`src/rtl/pipe_ctrl_pkg.sv`:
```
// pipe_ctrl_pkg: shared state encoding and default widths for the pipeline controller
package pipe_ctrl_pkg;
  typedef enum logic {IDLE, MULTI} state_t;
  localparam int DEF_REG_IDX_W = 3;
  localparam int DEF_MASK_W = 8;
  localparam int DEF_ADDR_W = 16;
endpackage

```
`src/rtl/lsb_pick.sv`:
```
// lsb_pick: lowest-set-bit index, mask with that bit cleared, and single-bit flag
module lsb_pick #(
  parameter int MASK_W = 8,
  parameter int IDX_W = 3
) (
  input  logic [MASK_W-1:0] mask,
  output logic [IDX_W-1:0]  idx,
  output logic [MASK_W-1:0] rest,
  output logic              one_left
);
  // scan from the top so the lowest set bit is the last one to win
  always_comb begin
    idx = '0;
    for (int i = MASK_W - 1; i >= 0; i--) idx = mask[i] ? IDX_W'(i) : idx;
  end
  assign rest = mask & (mask - 1'b1);
  assign one_left = |mask & ~|rest;
endmodule

```
`src/rtl/pipe_hazard_ctrl.sv`:
```
// pipe_hazard_ctrl: stall, flush and LM/SM micro-op sequencing for the six-stage pipeline
module pipe_hazard_ctrl
  import pipe_ctrl_pkg::*;
#(
  parameter int REG_IDX_W = DEF_REG_IDX_W,
  parameter int MASK_W = DEF_MASK_W,
  parameter int ADDR_W = DEF_ADDR_W
) (
  input  logic                 clk,
  input  logic                 rst,
  input  logic                 rr_valid,
  input  logic [REG_IDX_W-1:0] rr_rs1,
  input  logic [REG_IDX_W-1:0] rr_rs2,
  input  logic                 rr_uses_rs1,
  input  logic                 rr_uses_rs2,
  input  logic                 rr_is_lm,
  input  logic                 rr_is_sm,
  input  logic [MASK_W-1:0]    rr_mask,
  input  logic                 ex_valid,
  input  logic                 ex_is_load,
  input  logic                 ex_wr_en,
  input  logic [REG_IDX_W-1:0] ex_rd,
  input  logic                 ex_redirect,
  input  logic [ADDR_W-1:0]    ex_target,
  output logic                 hold_pc,
  output logic                 hold_if_id,
  output logic                 hold_id_rr,
  output logic                 bubble_rr_ex,
  output logic                 flush_if_id,
  output logic                 flush_id_rr,
  output logic                 pc_sel,
  output logic [ADDR_W-1:0]    pc_target,
  output logic                 uop_valid,
  output logic [REG_IDX_W-1:0] uop_reg,
  output logic [REG_IDX_W-1:0] uop_offset,
  output logic                 uop_last,
  output logic                 busy
);
  state_t state;
  logic [MASK_W-1:0] rem, pick_in, rest;
  logic [REG_IDX_W-1:0] cnt, idx;
  logic one_left, idle, live, load_use, start, issue, hold;
  assign idle = state == IDLE;
  assign live = ~rst & ~ex_redirect;
  assign pick_in = idle ? rr_mask : rem;
  lsb_pick #(.MASK_W(MASK_W), .IDX_W(REG_IDX_W)) u_pick (
    .mask(pick_in), .idx(idx), .rest(rest), .one_left(one_left)
  );
  assign load_use = live & idle & ex_valid & ex_is_load & ex_wr_en & rr_valid &
                    ((rr_uses_rs1 & rr_rs1 == ex_rd) | (rr_uses_rs2 & rr_rs2 == ex_rd));
  assign start = live & ~load_use & idle & rr_valid & (rr_is_lm | rr_is_sm);
  assign issue = (start | (live & ~idle)) & |pick_in;
  assign hold = load_use | (issue & ~one_left);
  assign hold_pc = hold;
  assign hold_if_id = hold;
  assign hold_id_rr = hold;
  assign bubble_rr_ex = ~rst & (ex_redirect | load_use | (start & ~|rr_mask));
  assign flush_if_id = ~rst & ex_redirect;
  assign flush_id_rr = ~rst & ex_redirect;
  assign pc_sel = ~rst & ex_redirect;
  assign pc_target = ex_target;
  assign uop_valid = issue;
  assign uop_reg = issue ? idx : '0;
  assign uop_offset = (issue & ~idle) ? cnt : '0;
  assign uop_last = issue & one_left;
  assign busy = ~rst & ~idle;
  // sequence state: redirect or reset aborts, multi-bit masks walk rem one bit per cycle
  always_ff @(posedge clk) begin
    if (rst | ex_redirect) begin
      state <= IDLE;
      rem <= '0;
      cnt <= '0;
    end else if (issue & ~one_left) begin
      state <= MULTI;
      rem <= rest;
      cnt <= (idle ? '0 : cnt) + 1'b1;
    end else if (issue) begin
      state <= IDLE;
      rem <= '0;
      cnt <= '0;
    end
  end
endmodule
```
`config.mk`:
```
export PLATFORM = sky130hd
export DESIGN_NAME = pipe_hazard_ctrl
export DESIGN_NICKNAME = d
export VERILOG_FILES = /design/src/rtl/pipe_ctrl_pkg.sv /design/src/rtl/lsb_pick.sv /design/src/rtl/pipe_hazard_ctrl.sv
export SDC_FILE = /design/constraint.sdc
export NUM_CORES = 1
export LEC_CHECK = 0
export ABC_AREA = 1
export CAP_MARGIN = 10
export CORE_UTILIZATION = 50
export CTS_CLUSTER_DIAMETER = 80
export DETAILED_ROUTE_END_ITERATION = 6
export DONT_BUFFER_PORTS = 1
export HOLD_SLACK_MARGIN = 0.08
export PLACE_DENSITY_LB_ADDON = 0.1
export REMOVE_ABC_BUFFERS = 1
export SYNTH_ARGS = -nofsm -noshare
export SYNTH_HDL_FRONTEND = slang
export SYNTH_HIERARCHICAL = 1
export SYNTH_SLANG_ARGS = --single-unit
```
`constraint.sdc`:
```
create_clock -name clk -period 2.4 [get_ports clk]
set_clock_uncertainty 0.2 [all_clocks]
set_input_delay 0.48 -clock clk [delete_from_list [all_inputs] [get_ports clk]]
set_output_delay 0.48 -clock clk [all_outputs]
set_load 0.01 [all_outputs]
```
==> results by group, run 1 <==
Status
  – Status: finished, violations left
  – Failing checks: setup timing

Drt
  – Vias: 1341
  – # DRC: 0
  – Initial DRC Count: 45
  – WL final: 3.45 mm
  – DRT antenna net count: 0
  – WL/cell: 13.9 um
  – Pre-antenna DRT Iters: 4
  – DR vias/cell: 5.39

Placed design
  – Number of port buffers: 0
  – Gpl congestion: 0.981
  – Post-Place Cells: 240
  – Hpwl dp: 2.49 mm

Global route
  – Grt ovf: 0
  – Vias in the first global route: 1249
  – Antenna violations before repair: 0
  – First-pass GRT wire length: 5.36 mm
  – Largest net degree at the start of global routing: 22
  – Tot GR Track Use: 0.264

Synth
  – Post-Synthesis Cells: 227
  – Syn Area/Cell: 5.57 um^2
  – Synth unique cells: 25
  – Sequential fraction of the synthesis area: 0.190
  – Register bit count reported by yosys: 12
  – Mapped cell area: 0.00126 mm^2
  – Yosys warns: 6
  – Top post-synthesis cells by area: nand2_1 21%, dfxtp_1 19%, buf_4 13%, inv_1 9.5%, nor2_1 8.6%
  – Top cell type's share of synthesized area: 0.211
  – Largest area contributor in the netlist: nand2_1

Min path
  – HP Class: reg2reg

Cells and area
  – Area of the multi-input gates: 800 um^2
  – Fillers: 225
  – Net count, final: 268
  – Cell Count, Final, Fillers Out: 249
  – Layout cell share with drive strength beyond 1: 0.267
  – Reg area: 244 um^2
  – Number of antenna diodes: 0
  – Area growth, synth to finish: 12.8%
  – Final core utilization: 0.620

CTS
  – CTS max path bufs: 2
  – Sink Count: 12
  – Latest clock arrival within the worst-skew pair: 270 ps
  – Clk slew on worst S/H paths: 70 ps
  – Clk root buf: clkbuf_4
  – Total CTS buffers: 3
  – TritonCTS clock tree: done
  – Hold buffers post-CTS: 0
  – H-Tree Depth: 1

Floorplanning
  – # rows: 17
  – Initial core utilization: 0.550
  – Die height: 52.3 um
  – Die ar.: 0.00273 mm^2
  – Die width: 52.3 um
  – Core Area: 0.00230 mm^2
  – Num ports: 76

STA
  – Slew @ Worst Pin: 548 ps
  – Max Clk Rate: 0.394 GHz
  – Hold Slack: 265 ps
  – Setup ws final: -137 ps
  – RSZ-0062 raised after global routing: yes
  – Final Cycle Share: 1.06
  – Fin. Hold Viols: 0
  – Fin crit period: 2540 ps
  – Final setup fails: 5
  – Slew HR: 0.633
  – Final-report max-slew violation count: 0

Pwr
  – Gate power share: 0.314
  – Clock power share: 0.257
  – Pint: 317 uW
  – Static leakage: 0.000697 uW
  – Switching power of the nets: 155 uW
  – Sequential group share of total power: 0.429
  – Sw Ratio: 0.329
  – Peak supply drop: 0.000351 V
  – Power per cell area: 332 mW/mm^2

Critical path
  – Crit Reg-Reg Endpoint: state$_SDFFE_PP0P_
  – Critical path type: reg2out
  – Critical Path RT: 1720 ps
  – Crit-path max FO: 8
  – R2r worst-path depth: 14
  – R2r setup slk: 200 ps
  – CP Data Arrival Time: 1860 ps
  – Crit. Startpoint: state$_SDFFE_PP0P_
  – Setup crit end: hold_id_rr
  – Slowest stage cell, crit path: dfxtp_4
  – Max incr delay on CP: 380 ps
  – CP Launch Type: flip-flop
  – FF-to-FF Start: state$_SDFFE_PP0P_
  – Crit-path cells: buf_6 > nand2_4 > nand2_4 > nor2_4 > inv_2 > nand2_2 > nand2_2 > nor2_1 > nand2_1 > nor2_4 > o21ai_2 > buf_6
  – Setup crit end kind: output port

Flow run
  – Max cap viols: 0
-- stage by stage --
| step | power [uW] | setup TNS (ps) | worst slack [ps] | area, um^2 |
|---|---|---|---|---|
| 4_1_cts | 450 | -383 | -99.9 | 1280 |
| 3_5_place_dp | 323 | -186 | -54.5 | 1200 |
| 6_report | 473 | -578 | -137 | 1430 |
| 3_3_place_gp | 321 | 0 | 11.7 | 1200 |
| 2_1_floorplan | 291 | -1310 | -424 | 1060 |
| 5_1_grt | 509 | -1230 | -277 | 1430 |
-- timing repair --
item	4_1_cts	5_1_grt
setup buffers	2	2
pin swaps	9	11
resized for setup	18	25
cloned	0	2
endpoints found under the setup margin	11	11
endpoints found under the hold margin	0	0
-- cells by family after synthesis --
logic type               after synthesis  synth area share
AO/OA/AOI/OAI                         24            0.0990
XOR/XNOR                               1           0.00693
adder cells (fa/ha/maj)                1           0.00990
buffers and inverters                 62             0.263
flip-flops                            12             0.190
other                                  1           0.00297
AND/OR/NAND/NOR                      126             0.428
-- final cells by class --
class	instances	share of cell area
clock buffer	3	0.0158
inverter	35	0.0939
multi-input combinational	153	0.561
sequential	12	0.171
tap	28	0.0246
timing repair buffer	18	0.133
-- state kept, by name (all words and copies together) (netlist names) --
signal  count
state       1
cnt         3
rem         8
-- power groups by stage --
stage	clock network (uW)	logic, uW	registers (uW)
after floorplan	0	82.9	208
after global placement	0	113	207
after detailed placement	0	116	208
after CTS	123	125	202
after global routing	141	166	203
final	122	148	203
-- synth_stat cells (all sizes together) --
cell type  count
nand3          5
nand2         75
dfxtp         12
o21ai          8
conb           1
clkbuf         1
clkinv         1
nand4         11
nor2          32
buf           26
nor4           2
a31oi          1
nor3           1
a21oi         15
inv           34
xnor2          1
ha             1
-- metal layers --
metal	routed length, um	GRT usage	vias to the layer above
li1	-	-	669
met1	1300	0.310	580
met2	1670	0.406	88
met3	453	0.162	4
met4	35	0.0439	0
met5	0	0.0952	-
-- layout by cell type (no fill, tap or decap), types with 2 or more instances in the layout --
master / count
nand2_1: 60
nor2_2: 6
nand2_4: 5
nor2_4: 5
nand2_2: 10
dfxtp_1: 11
buf_4: 13
o21ai_1: 3
o21ai_2: 3
a21oi_1: 14
clkbuf_16: 2
nand4_1: 11
nand3_1: 4
nor4_1: 2
o21ai_0: 2
clkbuf_4: 3
inv_2: 4
inv_1: 29
nor2_1: 21
buf_6: 2
-- how the worst min path moves through the flow --
stage	from	endpoint	slack, ps	depth (start not counted)
after floorplan	rem[4]$_SDFFE_PP0P_	rem[4]$_SDFFE_PP0P_	250	2
after global placement	cnt[1]$_SDFFE_PP0P_	cnt[1]$_SDFFE_PP0P_	250	2
after detailed placement	cnt[2]$_SDFFE_PP0P_	cnt[2]$_SDFFE_PP0P_	260	2
after CTS	cnt[2]$_SDFFE_PP0P_	cnt[2]$_SDFFE_PP0P_	270	2
after global routing	cnt[2]$_SDFFE_PP0P_	cnt[2]$_SDFFE_PP0P_	280	2
final	cnt[2]$_SDFFE_PP0P_	cnt[2]$_SDFFE_PP0P_	270	2
-- worst max-delay path, delay by kind of cell (launching register included) --
family	cells	cell delay (ps)
and+or+nand+nor	8	770
DFF	1	380
buffers and inverters	3	360
AOI/OAI and AO/OA	1	80
Power figures use the tool's default switching activity.
==> run 2, diff against run 1 <==
==> constraint.sdc (replaced) <==
create_clock -name clk -period 2.4 [get_ports clk]
set_clock_uncertainty 0.2 [all_clocks]
set_input_delay 0.12 -clock clk [delete_from_list [all_inputs] [get_ports clk]]
set_output_delay 0.12 -clock clk [all_outputs]
set_load 0.01 [all_outputs]
==> results by group, run 2 (synthesized netlist as in run 1, its figures left out) <==
Global route
  – Grt ovf: 0 (unchanged)
  – Vias in the first global route: 1196 (-4.2%)
  – Largest net degree at the start of global routing: 16 (-27%)
  – Tot GR Track Use: 0.265 (+0.000921)
  – Antenna violations before repair: 0 (unchanged)
  – First-pass GRT wire length: 5.22 mm (-2.6%)

CTS
  – Clk slew on worst S/H paths: 70 ps (about the same)
  – Latest clock arrival within the worst-skew pair: 270 ps (about the same)
  – CTS max path bufs: 2 (unchanged)
  – H-Tree Depth: 1 (unchanged)
  – TritonCTS clock tree: done
  – Sink Count: 12 (unchanged)
  – Clk root buf: clkbuf_4
  – Total CTS buffers: 3 (unchanged)

Pwr
  – Static leakage: 0.000685 uW (-1.8%)
  – Switching power of the nets: 164 uW (+5.7%)
  – Peak supply drop: 0.000345 V (-1.8%)
  – Gate power share: 0.302 (-0.012)
  – Pint: 351 uW (+11%)
  – Power per cell area: 357 mW/mm^2 (+7.7%)
  – Clock power share: 0.306 (+0.049)
  – Sw Ratio: 0.319 (-0.00988)
  – Total chip power: 516 uW (+9.0%)
  – Sequential group share of total power: 0.392 (-0.037)

Floorplanning
  – # rows: 17 (unchanged)
  – Core Area: 0.00230 mm^2 (unchanged)
  – Initial core utilization: 0.550 (unchanged)
  – Die width: 52.3 um (unchanged)
  – Die ar.: 0.00273 mm^2 (unchanged)
  – Die height: 52.3 um (unchanged)
  – Num ports: 76 (unchanged)

Cells and area
  – Number of antenna diodes: 0 (unchanged)
  – Layout cell share with drive strength beyond 1: 0.156 (-0.111)
  – Area growth, synth to finish: 14.2%
  – Biggest regs: rem (8), cnt (3), state (1)
  – Fillers: 218 (-3.1%)
  – Most common cell after layout, fill and taps aside: nand2_1
  – Most frequent cells in the layout: 68 x nand2_1, 29 x inv_1, 27 x nor2_1
  – Final Cell Area: 0.00144 mm^2 (+1.2%)
  – Max reg flops: 8 (unchanged)
  – Net count, final: 277 (+3.4%)
  – Top reg by flops: rem

STA
  – RSZ-0062 raised after global routing: no
  – Slew HR: 0.633 (about the same)
  – Fin crit period: 2270 ps (-263 ps)
  – Final-report max-slew violation count: 0 (unchanged)
  – Max Clk Rate: 0.440 GHz (+12%)
  – Slew @ Worst Pin: 548 ps (+0.652 ps)
  – Final setup fails: 0 (-5)
  – Fin. Hold Viols: 0 (unchanged)
  – Final Cycle Share: 0.948 (-0.109)

Drt
  – DR top layer: met4
  – DR vias/cell: 5.23 (-2.9%)
  – Initial DRC Count: 69 (+53%)
  – WL final: 3.49 mm (+1.1%)
  – Vias: 1355 (+1.0%)
  – DRT antenna net count: 0 (unchanged)
  – Met1 WL: 1.52 mm (+17%)
  – Wire length on met2: 1.68 mm (+0.72%)
  – WL/cell: 13.5 um (-2.8%)
  – Met3 WL post-DR: 214 um (-53%)
  – # DRC: 0 (unchanged)
  – Pre-antenna DRT Iters: 4 (unchanged)

Critical path
  – CP Data Arrival Time: 1950 ps (+90 ps)
  – Setup crit end kind: output port
  – Critical path type: reg2out
  – Critical Path RT: 2080 ps (+360 ps)
  – Crit-path max FO: 5 (-3)
  – CP Launch Type: flip-flop

Min path
  – HP Class: in2out

Placed design
  – Hpwl dp: 2.46 mm (-1.0%)
  – Number of port buffers: 0 (unchanged)
  – Gpl congestion: 1.00 (+2.3%)
  – DP Area: 0.00115 mm^2 (-4.2%)

Flow run
  – Max cap viols: 0 (unchanged)

Status
  – Status: complete, no violations
## run 2: cell types whose count changed in the layout (fill, tap and decap cells not counted), moves of 2 or more
cell / change
clkbuf_16: -2
nor2_1: +6
dlygate4sd3_1: +18
nor2_2: -6
buf_4: -5
nand2_4: -4
nand2_2: -4
nand2_1: +8
buf_6: -2
## run 2: final timing paths
| kind | start | endpoint | slack, ps | cells past startpoint |
|---|---|---|---|---|
| max | state$_SDFFE_PP0P_ | hold_pc | 130 | 10 |
| max reg2reg | state$_SDFFE_PP0P_ | state$_SDFFE_PP0P_ | 300 | 11 |
| min reg2reg | cnt[2]$_SDFFE_PP0P_ | cnt[2]$_SDFFE_PP0P_ | 270 | 2 |
| min | rst | bubble_rr_ex | 90 | 1 |
## run 2: through the flow
stage	setup slack [ps]	hold slack (ps)	TNS, ps	util	cells
3_5_place_dp	105	40.1	0	0.501	235
2_1_floorplan	-44.7	40.0	-134	-	200
6_report	126	87.4	0	0.628	259
3_3_place_gp	184	40.1	0	0.501	235
4_1_cts	37.7	88.6	0	0.596	257
5_1_grt	6.77	89.0	0	0.628	259
## run 2: area by class of cell
| cell class | instances | area (um^2) | share of cell area |
|---|---|---|---|
| Inverter | 35 | 134 | 0.0928 |
| Sequential cell | 12 | 244 | 0.169 |
| Tap cell | 28 | 35.0 | 0.0243 |
| Timing Repair Buffer | 27 | 245 | 0.170 |
| Clock buffer | 4 | 36.3 | 0.0252 |
| Multi-Input combinational cell | 153 | 748 | 0.519 |
## run 2: layer usage
metal	up-vias	GRT usage
met5	-	0
met4	0	0.114
met3	8	0.0638
met2	57	0.419
met1	602	0.340
li1	688	-
## run 2: power groups by stage
stage                     clock (uW)  sequential, uW  combinational [uW]
after floorplan                    0             208                82.9
after global placement             0             208                 106
after detailed placement           0             208                 106
after CTS                        161             203                 141
after global routing             175             202                 170
final                            158             202                 156
## run 2: critical path, cell delays in order (launching register included)
cell     delay [ps]
dfxtp_4         360
buf_4           150
nand2_1          70
nand2_1         130
nor2_1          170
nand2_2          90
o21ai_4         180
nand3_2         110
nor2_4          160
o21ai_1          90
buf_4           170
## run 2: repair_timing
item | CTS | global route
endpoints found under the setup margin | 4 | 7
pin swaps | 0 | 6
endpoints found under the hold margin | 28 | 0
hold buffers | 18 | 0
setup buffers | 0 | 2
gates resized for setup | 4 | 21
